$ cat src/rtl/sel_enc_seq.sv
// sel_enc_seq: registered select-and-encode stage driving one-hot register-file enables in single-field or Rb/Rc/Ra sequence mode.
// Optional pending-destination hazard flag is built when SEL_ENC_SEQ_HAZARD_EN is defined.
module sel_enc_seq #(
  parameter int unsigned BITS        = 32,
  parameter int unsigned REGISTERS   = 16,
  parameter int unsigned OPCODE_BITS = 5,
  localparam int unsigned REGISTER_BITS = $clog2(REGISTERS)
) (
  input  logic                 clk,
  input  logic                 clr_n,
  input  logic                 ir_load,
  input  logic [BITS-1:0]      ir_in,
  input  logic                 req_valid,
  output logic                 req_ready,
  input  logic                 req_seq,
  input  logic [1:0]           req_field,
  input  logic                 req_in,
  input  logic                 req_ba,
  output logic [REGISTERS-1:0] reg_in_ctrl,
  output logic [REGISTERS-1:0] reg_out_ctrl,
  output logic                 ba_zero,
  output logic [BITS-1:0]      c_sign_extended,
  output logic                 busy,
  output logic                 done
`ifdef SEL_ENC_SEQ_HAZARD_EN
  ,
  output logic                 hazard
`endif
);

  localparam int unsigned RA_MSB    = BITS - OPCODE_BITS - 1;
  localparam int unsigned RB_MSB    = RA_MSB - REGISTER_BITS;
  localparam int unsigned RC_MSB    = RB_MSB - REGISTER_BITS;
  localparam int unsigned IMM_BITS  = RC_MSB + 1;
  localparam int unsigned SEXT_BITS = BITS - IMM_BITS;
  localparam logic [1:0]  FIELD_NONE = 2'd3;

  typedef enum logic [2:0] {IDLE, SINGLE, SEQ_B, SEQ_C, SEQ_A} state_t;

  state_t                   state_q, state_d;
  logic [BITS-1:0]          ir_q, ir_d;
  logic [1:0]               field_q, field_d;
  logic                     in_q, in_d;
  logic                     ba_q, ba_d;
  logic                     accept_c;
  logic [REGISTER_BITS-1:0] ra_c, rb_c, rc_c, sel_c;
  logic                     sel_en_c, sel_out_c;
  logic [REGISTERS-1:0]     in_ctrl_d, out_ctrl_d;
  logic                     ba_zero_d, busy_d, done_d, ready_d;

  // Request attributes and IR as they will stand after this edge; IR is frozen while busy.
  assign accept_c = req_valid && req_ready;
  assign ir_d     = (ir_load && !busy) ? ir_in : ir_q;
  assign field_d  = accept_c ? req_field : field_q;
  assign in_d     = accept_c ? req_in    : in_q;
  assign ba_d     = accept_c ? req_ba    : ba_q;
  assign ra_c     = ir_d[RA_MSB -: REGISTER_BITS];
  assign rb_c     = ir_d[RB_MSB -: REGISTER_BITS];
  assign rc_c     = ir_d[RC_MSB -: REGISTER_BITS];

  // State register plus registered outputs computed for the upcoming state.
  always_ff @(posedge clk) begin
    if (!clr_n) begin
      state_q         <= IDLE;
      ir_q            <= '0;
      field_q         <= '0;
      in_q            <= 1'b0;
      ba_q            <= 1'b0;
      reg_in_ctrl     <= '0;
      reg_out_ctrl    <= '0;
      ba_zero         <= 1'b0;
      busy            <= 1'b0;
      done            <= 1'b0;
      req_ready       <= 1'b0;
      c_sign_extended <= '0;
    end else begin
      state_q         <= state_d;
      ir_q            <= ir_d;
      field_q         <= field_d;
      in_q            <= in_d;
      ba_q            <= ba_d;
      reg_in_ctrl     <= in_ctrl_d;
      reg_out_ctrl    <= out_ctrl_d;
      ba_zero         <= ba_zero_d;
      busy            <= busy_d;
      done            <= done_d;
      req_ready       <= ready_d;
      c_sign_extended <= {{SEXT_BITS{ir_q[IMM_BITS-1]}}, ir_q[IMM_BITS-1:0]};
    end
  end

  // Next-state logic.
  always_comb begin
    state_d = state_q;
    case (state_q)
      IDLE:    if (accept_c) state_d = req_seq ? SEQ_B : SINGLE;
      SINGLE:  state_d = IDLE;
      SEQ_B:   state_d = SEQ_C;
      SEQ_C:   state_d = SEQ_A;
      SEQ_A:   state_d = IDLE;
      default: state_d = IDLE;
    endcase
  end

  // Output values for the upcoming state; an R0 out-enable under BAout becomes ba_zero.
  always_comb begin
    sel_c      = '0;
    sel_en_c   = 1'b0;
    sel_out_c  = 1'b0;
    busy_d     = 1'b0;
    done_d     = 1'b0;
    ready_d    = (state_d == IDLE);
    in_ctrl_d  = '0;
    out_ctrl_d = '0;
    ba_zero_d  = 1'b0;
    case (state_d)
      SINGLE: begin
        done_d    = 1'b1;
        sel_en_c  = (field_d != FIELD_NONE);
        sel_out_c = !in_d;
        case (field_d)
          2'd0:    sel_c = ra_c;
          2'd1:    sel_c = rb_c;
          default: sel_c = rc_c;
        endcase
      end
      SEQ_B: begin
        busy_d    = 1'b1;
        sel_en_c  = 1'b1;
        sel_out_c = 1'b1;
        sel_c     = rb_c;
      end
      SEQ_C: begin
        busy_d    = 1'b1;
        sel_en_c  = 1'b1;
        sel_out_c = 1'b1;
        sel_c     = rc_c;
      end
      SEQ_A: begin
        busy_d    = 1'b1;
        done_d    = 1'b1;
        sel_en_c  = 1'b1;
        sel_c     = ra_c;
      end
      default: ;
    endcase
    if (sel_en_c) begin
      if (!sel_out_c)                  in_ctrl_d  = REGISTERS'(1) << sel_c;
      else if (ba_d && sel_c == '0)    ba_zero_d  = 1'b1;
      else                             out_ctrl_d = REGISTERS'(1) << sel_c;
    end
  end

`ifdef SEL_ENC_SEQ_HAZARD_EN
  logic [REGISTER_BITS-1:0] pend_q, single_reg_c;
  logic                     pend_valid_q, hazard_d;

  assign hazard_d = pend_valid_q && (state_d == SEQ_B || state_d == SEQ_C) && (sel_c == pend_q);

  // Register targeted by the single request currently in its SINGLE cycle.
  always_comb begin
    case (field_q)
      2'd0:    single_reg_c = ir_q[RA_MSB -: REGISTER_BITS];
      2'd1:    single_reg_c = ir_q[RB_MSB -: REGISTER_BITS];
      default: single_reg_c = ir_q[RC_MSB -: REGISTER_BITS];
    endcase
  end

  // Pending destination: set by a completed sequence, cleared by a single write to it.
  always_ff @(posedge clk) begin
    if (!clr_n) begin
      pend_q       <= '0;
      pend_valid_q <= 1'b0;
      hazard       <= 1'b0;
    end else begin
      hazard <= hazard_d;
      if (state_q == SEQ_A) begin
        pend_q       <= ir_q[RA_MSB -: REGISTER_BITS];
        pend_valid_q <= 1'b1;
      end else if (state_q == SINGLE && in_q && field_q != FIELD_NONE && single_reg_c == pend_q) begin
        pend_valid_q <= 1'b0;
      end
    end
  end
`endif

endmodule

$ cat config.mk
export PLATFORM = sky130hd
export DESIGN_NAME = sel_enc_seq
export DESIGN_NICKNAME = d
export VERILOG_FILES = /design/src/rtl/sel_enc_seq.sv
export SDC_FILE = /design/constraint.sdc
export NUM_CORES = 1
export LEC_CHECK = 0
export CELL_PAD_IN_SITES_DETAIL_PLACEMENT = 1
export CELL_PAD_IN_SITES_GLOBAL_PLACEMENT = 2
export CORE_UTILIZATION = 30
export DETAILED_ROUTE_END_ITERATION = 7
export PLACE_DENSITY_LB_ADDON = 0.2
export SLEW_MARGIN = 40
export SYNTH_ARGS = -nofsm -noshare
export SYNTH_HDL_FRONTEND = slang
export SYNTH_SLANG_ARGS = --single-unit
$ cat constraint.sdc
create_clock -name clk -period 4.7 [get_ports clk]
set_input_delay 0.94 -clock clk [delete_from_list [all_inputs] [get_ports clk]]
set_output_delay 0.94 -clock clk [all_outputs]
set_load 0.05 [all_outputs]
# ---- Yosys cells after proc, flatten, opt, wreduce, memory -nomap -nowiden
# Index checks and enable logic that the tools add are counted.
dict set report classes {
  n_eq_ne 8
  shifts 1
  muxes 14
  bitwise_logic 3
  n_reduce_logical 15
}
# operator count
set op_table {}
lappend op_table {{two-way mux 27 bit} 1}
lappend op_table {{case mux 4 bit (4 select lines)} 1}
lappend op_table {{<< shifter 1 x 4 -> 16 bit (first input constant)} 1}
lappend op_table {{== test 3 x 2 -> 1 bit (second input constant)} 4}
lappend op_table {{case mux 3 bit (3 select lines)} 1}
lappend op_table {{case mux 4 bit (2 select lines)} 1}
lappend op_table {{logical NOT 3 bit} 2}
lappend op_table {{OR reduction 3 bit} 2}
lappend op_table {{two-way mux 1 bit} 5}
lappend op_table {{logical NOT 4 bit} 1}
lappend op_table {{two-way mux 2 bit} 2}
lappend op_table {{case mux 1 bit (2 select lines)} 2}
lappend op_table {{OR reduction 2 bit} 2}
lappend op_table {{OR reduction 4 bit} 1}
lappend op_table {{== test 3 x 1 -> 1 bit (second input constant)} 1}
lappend op_table {{== test 3 bit (second input constant)} 1}
lappend op_table {{logical AND 1 bit} 3}
lappend op_table {{two-way mux 3 bit} 1}
lappend op_table {{NOT 1 bit} 3}
lappend op_table {{AND reduction 3 bit} 1}
lappend op_table {{== test 2 x 1 -> 1 bit (second input constant)} 1}
lappend op_table {{logical NOT 1 bit} 2}
lappend op_table {{logical NOT 2 bit} 1}
lappend op_table {{inequality test 2 bit (second input constant)} 1}
dict set report word_totals {
  register_bits 89
  in_bits 41
  out_inout_bits 68
  word_cells 54
}

# ---- Logic depth before layout (Yosys ltp)
dict set report logic_depth {
  depth_word 8
  depth_mapped 8
  ltp_nobuf 5
}

# ---- Worst setup path before layout
# No wires, ideal clock.
dict set report synth_path {
  kind {input-to-reg}
  from {in req_valid}
  to {reg reg_in_ctrl[10]}
  setup_time_ns 0.087
  arrival_time_ns 2.647
  required_time_ns 4.613
  path_slack_ns 1.966
  cell_stages 7
  path_buffers 2
  path_cell_list {buf_2 -> and4b_1 -> o21a_1 -> a222oi_1 -> nand4bb_1 -> buf_2 -> nor4b_2}
}
dict set report synth_via {
  elab_chain_cells 8
  word_cells_on_any_way 22
  cone_classes {6 x eq/ne; 1 x shift; 8 x mux; 1 x bitwise; 6 x reduce/logical}
}
# item line_no
set synth_lines {}
lappend synth_lines {{start: declaration} 13} ;# input logic req_valid,
lappend synth_lines {{logical AND 1 bit (*)} 52} ;# assign accept_c = req_valid && req_ready;
lappend synth_lines {{two-way mux 3 bit} 96} ;# IDLE: if (accept_c) state_d = req_seq ? SEQ_B : SINGLE;
lappend synth_lines {{case mux 3 bit (3 select lines)} 95} ;# case (state_q)
lappend synth_lines {{== test 3 bit or == test 3 x 2 -> 1 bit (tied branches)} 116} ;# case (state_d)
lappend synth_lines {{OR reduction 3 bit (no source line)} -}
lappend synth_lines {{case mux 1 bit (2 select lines)} 116}
lappend synth_lines {{NOT 1 bit (no source line)} -}
lappend synth_lines {{OR reduction 3 bit (no source line)} -}
lappend synth_lines {{end signal: assignment} 82} ;# reg_in_ctrl <= in_ctrl_d;
lappend synth_lines {{end: declaration} 19} ;# output logic [REGISTERS-1:0] reg_in_ctrl,
# Mark *: on every way between the ends. The rest lies on a longest branch, timed or not.
# A chain may end at the register's enable or synchronous reset.

# ---- Final worst setup path
dict set report layout_path {
  from {in ir_load}
  to {reg reg_in_ctrl[4]}
}
dict set report layout_via {
  elab_chain_cells 5
}
# item line_no
set layout_lines {}
lappend layout_lines {{start: declaration} 11} ;# input logic ir_load,
lappend layout_lines {{logical AND 1 bit (*)} 53} ;# assign ir_d = (ir_load && !busy) ? ir_in : ir_q;
lappend layout_lines {{two-way mux 27 bit (*)} 53}
lappend layout_lines {{case mux 4 bit (2 select lines)} 121} ;# case (field_d)
lappend layout_lines {{case mux 4 bit (4 select lines) (*)} 116}
lappend layout_lines {{<< shifter 1 x 4 -> 16 bit (*)} 148} ;# if (!sel_out_c) in_ctrl_d = REGISTERS'(1) << sel_c;
# Marks and branches as above.

==> impl_metrics.yaml <==
status:
  status: "finished, final reports clean"
yosys:
  yosysSeqAreaShare_pct: 53.5
  yosysUniqueCellTypes: 51
  synthArstFlopShare_pct: 0
  synth_area_leaders: "dfxtp_1 53%, and2_1 4.9%, nand2_1 4.1%, mux2i_1 3.6%, a21boi_0 3.6%"
  netlist_area_mm2: 0.00333
  syn_avg_cell_area_um2: 10.6
  yosys_warnings: 0
  synth-main-ff-cell: "dfxtp_1"
  netlist.top_cell.by_area: "dfxtp_1"
  synth_top_area_share_pct: 53.5
  synth_nets: 355
  synth_edf_count: 0
  synth-seq-cells: 89
  syn_inst: 314
cells_and_area:
  regArea_mm2: 0.00178
  areaGrowthSynthToFinish_pct: 37.1
  nFillCells: 1217
  drive_above_1_share_pct: 10.0
  most-common-layout-cells: "103 x clkdlybuf4s50_1, 89 x dfxtp_1, 36 x nand2_1"
  antenna_cells: 0
  layout_commonest_cell: "clkdlybuf4s50_1"
  nets: 437
  multiInputGateArea_mm2: 0.00135
  final_cell_area_mm2: 0.00457
grt:
  grt_util_met1_pct: 16.8
  use_met3_pct: 4.12
  grt_max_degree: 39
  top_usage_layer: "met2"
  antenna_found_initial: 0
  met2_usage_pct: 23.4
  track_usage_pct: 13.9
  grt_pass1_vias: 2458
  grt-ovfl-total: 0
  grt_pass1_wl_um: 12200
power:
  switchingPower_mw: 0.429
  power_frac_clock_pct: 33.5
  p_comb_share_pct: 15.2
  peakVddDrop_mv: 0.157
  p_seq_share_pct: 51.2
  netSwitchingFraction_pct: 27.6
  intPower_mw: 1.12
  powerDensity_mw_per_mm2: 340
  leakage_nw: 1.70
worst_setup_path:
  reg2reg_slack_ps: 2140
  worstRegToRegCells: 6
  end_kind: "register"
  start_kind: "input pin"
  worstPathRequired_ps: 4960
  worstSetupEndpoint: "reg_in_ctrl[4]"
  arrival_ps: 3410
  r2r_end: "reg_in_ctrl[4]"
  crit_start: "ir_load"
  crit_fanout: 20
  timing.rr.start: "busy"
  worstSetupPathType: "input pin to register"
place:
  port-buffer-count: 103
  gp_congestion: 0.791
  dp_hpwl_um: 5380
  placed_area_mm2: 0.00438
floorplan:
  die-area_mm2: 0.0115
  fp.coreArea_mm2: 0.0108
  pin_count: 109
  die_h_um: 107
  start_util_pct: 30.7
  die_w_um: 107
  fp-row-count: 38
route:
  first_pass_iters: 4
  initialDrtViolationCount: 47
  final_antenna_net_count: 0
  vias: 2548
  wirelength_um: 7790
  drc: 0
  avgViaCountPerCell: 4.72
  drt-wirelength-per-cell_um: 14.4
clocking:
  cts_tree: "built"
  cts_hold_buf: 0
  cts_root_buf: "clkbuf_8"
  cts_resized: 0
  cts.reportedPaths.clkPinSlew_ps: 90
  cts_buffers: 9
  cts_max_path_buffers: 2
  cts_setup_buffers: 0
  clock-sinks: 89
  cts-htree-levels: 3
  clock_latency_ps: 350
run:
  cap_violations: 0
sta:
  fin_crit_sh_pct: 67.1
  tightest_slew_ps: 596
  finalSetupViolCount: 0
  worst_hold_slack_ps: 449
  hold_violations: 0
  layout_min_cycle_time_ps: 3150
  finalSetupTns_ps: 0
  slew_viol_final: 0
  rsz0062_at_grt: "false"
  timing.fmax_mhz: 317
  relSlewSlack_pct: 60.2
  fin_skew_ps: 12.0
min_path:
  worstHoldPathType: "register to register"
==> state kept, by name (all words and copies together) (netlist names), 2 cells and up <==
signal	flops
field_q	2
reg_in_ctrl	16
ir_q	27
state_q	3
c_sign_extended	19
reg_out_ctrl	16
==> worst min path at each step <==
stage	startpoint	to	slack, ps	cells past startpoint
2_1_floorplan	ir_q[16]	c_sign_extended[16]	430	1
3_3_place_gp	ir_q[17]	c_sign_extended[17]	440	1
3_5_place_dp	ir_q[3]	c_sign_extended[3]	440	1
4_1_cts	ir_q[18]	c_sign_extended[18]	440	1
5_1_grt	ir_q[18]	c_sign_extended[18]	480	1
6_report	ir_q[18]	c_sign_extended[18]	450	1
==> area by class of cell <==
class / count / share of cell area, %
clock buffer: 9 / 2.71
clock inverter: 6 / 1.51
sequential: 89 / 39.0
multi-input combinational: 186 / 29.4
inverter: 2 / 0.164
tap: 140 / 3.83
timing repair buffer: 108 / 23.4
==> cell usage after synthesis (3+ instances only) <==
master    number
a21boi_0      16
nor2b_1       13
and4b_1        9
clkbuf_1      14
nor4_2         3
nor4b_1       11
buf_4         13
nor4_1         7
dfxtp_1       89
buf_2          6
and2_1        26
nor4b_2        5
nand2_1       36
o21a_1         4
mux2i_1       12
==> metal layers <==
metal  vias to the layer above  part of all wire (%)
met2                        59                    48
met4                         0                   1.1
met1                      1236                    47
li1                       1246                     -
met5                         -                     0
met3                         7                   4.6
==> cells by family after synthesis <==
family / after synthesis / share of synthesized area, %
AND/OR/NAND/NOR: 132 / 26.5
flip-flops: 89 / 53.5
AO/OA/AOI/OAI: 40 / 9.27
buffers and inverters: 39 / 6.34
multiplexers: 14 / 4.39
==> critical path, cell delays in order <==
cell and delay (ps):
clkdlybuf4s50_1 470, nand2b_4 270, mux2_2 400, a222oi_1 340
buf_4 210, nand4bb_1 410, nor4b_2 380
==> power by group through the flow <==
stage,clock network (mW),registers [mW],logic [mW]
final,0.521,0.796,0.237
after global placement,0,0.813,0.237
after floorplan,0,0.847,0.126
after CTS,0.543,0.797,0.241
after detailed placement,0,0.815,0.240
after global routing,0.572,0.801,0.255
==> metrics by stage <==
step                utilization, %  setup WS (ps)  std cells  total power, mW
floorplan                        -           1970        314            0.972
global placement              40.4            954        525             1.05
detailed placement            40.4           1120        525             1.05
CTS                           42.2           1500        540             1.58
global route                  42.2           1340        540             1.63
finish                        42.2           1550        540             1.55
Power figures use the tool's default switching activity.
